--- config.mk ---
export PLATFORM = sky130hd
export DESIGN_NAME = nibble_serial_adder_ctrl
export DESIGN_NICKNAME = d
export VERILOG_FILES = /design/src/rtl/nibble_serial_adder_ctrl_pkg.sv /design/src/rtl/nibble_serial_adder_ctrl_adder4.sv /design/src/rtl/nibble_serial_adder_ctrl.sv
export SDC_FILE = /design/constraint.sdc
export NUM_CORES = 1
export LEC_CHECK = 0
export BUFFER_PORTS_ARGS = -buffer_cell sky130_fd_sc_hd__buf_4
export CAP_MARGIN = 40
export CORE_MARGIN = 2
export CORE_UTILIZATION = 54
export DETAILED_ROUTE_END_ITERATION = 10
export HOLD_SLACK_MARGIN = 0.03
export PLACE_DENSITY = 0.8
export REMOVE_ABC_BUFFERS = 1
export SLEW_MARGIN = 10
export SYNTH_ARGS = -nofsm -noshare
export SYNTH_HDL_FRONTEND = slang
export SYNTH_SLANG_ARGS = --single-unit
--- constraint.sdc ---
create_clock -name clk -period 3.44 [get_ports clk]
set_clock_uncertainty 0.15 [all_clocks]
set_input_delay 0.344 -clock clk [delete_from_list [all_inputs] [get_ports clk]]
set_output_delay 0.344 -clock clk [all_outputs]
set_load 0.05 [all_outputs]
--- src/rtl/nibble_serial_adder_ctrl_pkg.sv ---
// Shared definitions for nibble-serial datapath controllers.
// State encoding and counter sizing helper.
package nibble_serial_adder_ctrl_pkg;

  localparam int NIBBLE_W = 4;

  typedef enum logic [1:0] {
    IDLE,
    RUN,
    DONE
  } state_t;

  function automatic int cnt_w(input int n);
    return (n > 1) ? $clog2(n) : 1;
  endfunction

endpackage

--- src/rtl/nibble_serial_adder_ctrl_adder4.sv ---
// Team 4-bit ripple adder, reused one nibble per cycle.
// Plain combinational sum with carry in and out.
module Adder4Bit (
  input  logic [3:0] a,
  input  logic [3:0] b,
  input  logic       cin,
  output logic [3:0] sum,
  output logic       cout
);

  logic [4:0] full;

  assign full = {1'b0, a} + {1'b0, b} + {4'b0000, cin};
  assign sum  = full[3:0];
  assign cout = full[4];

endmodule

--- src/rtl/nibble_serial_adder_ctrl.sv ---
// WIDTH-bit add/subtract sequenced through one 4-bit adder,
// LSB nibble first, with valid/ready on both sides.
module nibble_serial_adder_ctrl
  import nibble_serial_adder_ctrl_pkg::*;
#(
  parameter int WIDTH = 16
) (
  input  logic             clk,
  input  logic             rst_n,
  input  logic             in_valid,
  output logic             in_ready,
  input  logic [WIDTH-1:0] a,
  input  logic [WIDTH-1:0] b,
  input  logic             cin,
  input  logic             sub,
  output logic             out_valid,
  input  logic             out_ready,
  output logic [WIDTH-1:0] sum,
  output logic             cout,
  output logic             overflow,
  output logic             busy
);

  localparam int NIBBLES = WIDTH / NIBBLE_W;
  localparam int CW = cnt_w(NIBBLES);

  if (WIDTH < NIBBLE_W || (WIDTH % NIBBLE_W) != 0) begin : g_bad
    $error("WIDTH must be a nonzero multiple of 4");
  end

  state_t state, nxt;

  logic [CW-1:0]       cnt;
  logic [CW+1:0]       base;
  logic [WIDTH-1:0]    a_q;
  logic [WIDTH-1:0]    b_q;
  logic                carry;
  logic                last;
  logic [NIBBLE_W-1:0] na;
  logic [NIBBLE_W-1:0] nb;
  logic [NIBBLE_W-1:0] ns;
  logic                nc;

  assign base = {cnt, 2'b00};
  assign last = (cnt == CW'(NIBBLES - 1));
  assign na   = a_q[base +: NIBBLE_W];
  assign nb   = b_q[base +: NIBBLE_W];

  Adder4Bit u_add (
    .a    (na),
    .b    (nb),
    .cin  (carry),
    .sum  (ns),
    .cout (nc)
  );

  always_ff @(posedge clk) begin
    if (!rst_n) state <= IDLE;
    else        state <= nxt;
  end

  always_comb begin
    nxt = state;
    unique case (state)
      IDLE:    if (in_valid)  nxt = RUN;
      RUN:     if (last)      nxt = DONE;
      DONE:    if (out_ready) nxt = IDLE;
      default: nxt = IDLE;
    endcase
  end

  always_comb begin
    in_ready  = 1'b0;
    out_valid = 1'b0;
    busy      = 1'b0;
    unique case (1'b1)
      (state == IDLE): in_ready = 1'b1;
      (state == RUN):  busy = 1'b1;
      (state == DONE): begin
        busy      = 1'b1;
        out_valid = 1'b1;
      end
      default: ;
    endcase
  end

  // Subtract folds into add: invert B and force carry-in to 1.
  always_ff @(posedge clk) begin
    if (!rst_n) begin
      cnt      <= '0;
      a_q      <= '0;
      b_q      <= '0;
      carry    <= 1'b0;
      sum      <= '0;
      cout     <= 1'b0;
      overflow <= 1'b0;
    end else begin
      unique case (state)
        IDLE: if (in_valid) begin
          a_q   <= a;
          b_q   <= sub ? ~b : b;
          carry <= sub | cin;
          cnt   <= '0;
        end
        RUN: begin
          sum[base +: NIBBLE_W] <= ns;
          carry <= nc;
          cnt   <= last ? '0 : cnt + CW'(1);
          if (last) begin
            cout     <= nc;
            overflow <= (a_q[WIDTH-1] == b_q[WIDTH-1])
                     && (ns[NIBBLE_W-1] != a_q[WIDTH-1]);
          end
        end
        default: ;
      endcase
    end
  end

endmodule

==> results <==
- The net load switching power is 0.475 mW.
- The worst hold path terminates at a_q[10].
- The number of max-slew violations in the final report was 0.
- Relative to the synthesized area, the layout overhead comes to 22.9%.
- After Yosys synthesis, and, or, nand and nor cells account for 17.5% of the synthesized area.
- The depth of the worst hold-timing path is 3.
- The number of antenna violations at the first check in global routing is 0.
- In the final layout, the share of cells above drive strength 1 is 26.0%.
- The routed wire length is 5450 µm.
- The effective utilization at floorplan is 55.8%.
- The number of hold-repair buffers added at the cts stage is 0.
- The number of detailed-route iterations in the first pass is 4.
- The path category of the worst min-delay check is in -> reg.
- The global-route wire length before repair is 9190 µm.
- The synthesized netlist devotes 16.7% of its cell area to compound gates.
- Detailed placement ended at an HPWL of 4050 µm.
- The chip height is 73.9 µm.
- The worst setup path is captured at a flip-flop.
- The share of power burned in registers is 46.5%.
- The die covers 0.00546 mm².
- The filler cell count is 407.
- The setup path with the least slack is of type reg -> reg.
- The worst register-to-register path has a depth of 7.
- Entering global routing, the biggest net connects 50 pins.
- Combinational logic burns 25.8% of the power.
- For this design the static power due to leakage is 1.30 nW.
- The share of total power dissipated in the clock network is 27.6%.
- The insertion delay to the later sink of the worst-skew pair is 310 ps.
- The total design power is 1.55 mW.
- The worst setup path is launched from a flip-flop.
- The post-CTS setup-driven buffer insertion count is 0.
- The startpoint identified for the worst hold timing path is a[10].
- The maximum ir drop on the vdd rail is 0.241 mV.
- In this run, distinct cell masters in the synthesized netlist total 40.
- The via count of the first global-routing pass is 2071.
- The net count of the finished layout is 386.
- The largest delay contributor family on the critical path is adder cells.
- For flop-to-flop paths, the worst setup slack is 560 ps.
- In this run, synthesis produced a sequential element count of 55.
- The number of H-tree branching levels is 2.
- After synthesis, flip-flops and latches occupy 41.8% of the total area.
- At the worst endpoint, the arrival time is 2910 ps.
- For this run, design rule violations remaining after detail routing come to 0.
- The post-synthesis instance area is 0.00264 mm².
- The via density per instance is 5.45.
- Timing analysis after detailed placement gives a worst setup slack of 569 ps.
- The share of synthesized area spent on multiplexers is 7.64%.
- In this run the tightest slew margin relative to its limit is 64.9%.
- For this block, the initial DRC count from the detailed router was 184.
- The placer's final routability congestion estimate is 0.788.
- For this design the top-level I/O count stands at 59.
- Dividing total power by cell area gives a power density of 478 mW/mm².
- During placement, the flow inserted port buffers numbering 58.
- For the pin with the worst max-slew slack, the measured transition is 525 ps.
- The final critical-path share of the clock period is 83.8%.
- The xor and xnor fraction of the mapped netlist area is 5.65%.
- The number of buffers created by CTS is 5.
- The number of buffer and inverter stages on the critical path is 0.
- The clock tree from TritonCTS is built.
- The slowest stage of the critical path is the sky130_fd_sc_hd__mux4_2 cell.
- The total global routing track utilization is 21.3%.
- After floorplanning, the core was divided into 25 placement rows.
- The worst hold slack after final layout is 124 ps.
- The CTS clock-pin slew for the worst setup and hold paths is 100 ps.
- By area, the combinational part of the netlist is dominated by simple AND/OR/NAND/NOR gates.
- Net switching is 30.7% of the power.
- Each instance of the synthesized netlist takes up on average 9.35 µm².
- Max-cap violations in this run came to 0.
- The shortest clock period the worst path allows after layout is 2880 ps.
- Post-CTS repair changed the size of 0 cells.
- In this run the critical register-to-register path is launched from cnt[0].
- Summing the areas of all fa, ha and maj instances in the mapped netlist gives 7.21% of the synthesized area.
- After layout, the worst setup slack is 556 ps.
- The cell sitting at the root of the clock tree is a sky130_fd_sc_hd__clkbuf_8.
- The final count of negative-setup-slack endpoints is 0.
- The signal on the critical path passes through mux4_2 > fa_1 > fa_1 > a21o_1 > a21oi_1 > mux2_2 > o32ai_1.
- The tree built by TritonCTS fans out to 55 sinks.
- By instance count, the cell type seen most on the critical path is sky130_fd_sc_hd__fa_1.
- The number of buffers on the longest clock path is 2.
- The maximum net fanout on the critical path is 6.
- The total vias in the final route is 2191.
- The required time reported for the critical path endpoint is 3470 ps.
- The internal power of the cells totals 1.07 mW.
- The number of nets still failing antenna checks after routing is 0.
- The maximum operating frequency is 0.347 GHz.
- After routing, the total negative slack on setup checks comes to 0 ps.
- In this design, the stage delay of the slowest critical-path cell is 570 ps.
- The die width is 73.9 µm.
- The worst register-to-register path ends at carry.
- The gate count of the mapped netlist is 282.
- The run finished with clean final reports.
- The average routed wire per standard cell is 13.6 µm.
- The region available for standard cell placement spans 0.00472 mm².
- The sum of overflow across all layers after global routing is 0.
- The repair_antennas step left the layout with diodes totalling 0.
- The hold violation count in the final report came to 0.
- Setup repair after global routing left no endpoint under its margin.
- The total of warnings raised by yosys is 0.
==> registers in the layout, indices dropped and copies added, names as in the netlist <==
register and cells:
a_q 16, b_q 16, sum 16, cnt 2
state 2, carry 1, cout 1, overflow 1
==> placed cells by master, fill, tap and decap left out, drive strengths merged <==
cell type   n
bufinv      1
fa          2
a211oi     18
nor3        2
inv         6
a32oi       1
or4         1
or3b        4
nor2       30
o31ai       1
mux2        1
xnor2      16
and2        2
nand3       2
a21oi      25
nor2b       2
mux4        8
clkinv      2
a22oi      12
xor2        1
nor4b       1
nor3b       1
nand2b      5
buf        62
nor4        1
o21ai       3
and3b       1
o311a       1
o32ai       1
a21o        2
mux2i       1
ha         12
a31oi       1
clkbuf      5
o211ai      1
dfxtp      55
nand2      44
a21boi      1
==> through the flow <==
step | instance area [µm²] | cells | utilization [%]
floorplan | 2570 | 265 | -
global placement | 3110 | 393 | 65.8
detailed placement | 3130 | 394 | 66.2
CTS | 3240 | 402 | 68.6
global route | 3240 | 402 | 68.6
finish | 3240 | 402 | 68.6
==> final cells by class <==
cell class / count / area, µm² / area share [%]
tap: 67 / 83.8 / 2.59
timing repair buffer: 62 / 478 / 14.7
clock inverter: 3 / 43.8 / 1.35
clock buffer: 5 / 68.8 / 2.12
sequential: 55 / 1100 / 34.0
multi-input combinational: 204 / 1440 / 44.5
inverter: 6 / 22.5 / 0.695
==> cells by family (layout without fill, tap and decap cells) <==
| family | count (synthesis) | in the layout |
|---|---|---|
| mux | 10 | 10 |
| xor+xnor | 17 | 17 |
| buf+inv | 23 | 76 |
| simple gates | 96 | 96 |
| flops | 55 | 55 |
| fa+ha+maj | 14 | 14 |
| compound gates | 67 | 67 |
==> Yosys cell counts (all sizes together) <==
master,number,area (µm²)
fa,2,40.0
nor4,1,12.5
a22oi,12,90.1
or4,1,7.51
nand2,44,168
mux2i,1,10.0
a32oi,1,8.76
o211ai,1,7.51
a21oi,25,129
nor2b,2,12.5
nand3,2,10.0
a21o,2,15.0
o31ai,1,7.51
xnor2,16,140
o21ai,3,15.0
o311a,1,10.0
buf,5,25.0
xor2,1,8.76
dfxtp,55,1100
and3b,1,8.76
a31oi,1,6.26
nor4b,1,23.8
inv,6,22.5
and2,2,12.5
o32ai,1,8.76
nor3,2,20.0
clkbuf,12,45.0
nand2b,5,31.3
mux2,1,11.3
nor2,30,113
nor3b,1,7.51
mux4,8,180
a21boi,1,7.51
a211oi,18,135
or3b,4,35.0
ha,12,150
==> power by group through the flow <==
| stage | Sequential (mW) | Combinational (mW) | Clock (mW) |
|---|---|---|---|
| floorplan | 0.749 | 0.256 | 0 |
| global placement | 0.734 | 0.390 | 0 |
| detailed placement | 0.735 | 0.400 | 0 |
| CTS | 0.721 | 0.402 | 0.434 |
| global route | 0.728 | 0.440 | 0.458 |
| finish | 0.720 | 0.400 | 0.428 |
==> worst reg2reg max path: stages (launching register included) <==
cell and delay (ps):
sky130_fd_sc_hd__dfxtp_1 550, sky130_fd_sc_hd__mux4_2 570, sky130_fd_sc_hd__fa_1 460, sky130_fd_sc_hd__fa_1 430
sky130_fd_sc_hd__a21o_1 180, sky130_fd_sc_hd__a21oi_1 170, sky130_fd_sc_hd__mux2_2 180, sky130_fd_sc_hd__o32ai_1 70
==> worst max-delay path by stage <==
stage	start	to	slack, ps	cells past startpoint
finish	cnt[0]	carry	560	7
global placement	cnt[0]	carry	640	7
floorplan	cnt[0]	carry	440	7
global route	cnt[0]	carry	420	7
CTS	cnt[0]	carry	540	7
detailed placement	cnt[0]	carry	570	7
==> metal layers <==
layer	wire [µm]	track usage, %
met5	0	0
met4	50	6.46
met3	235	3.43
met2	2750	36.2
met1	2420	27.7
Power figures use the tool's default switching activity.
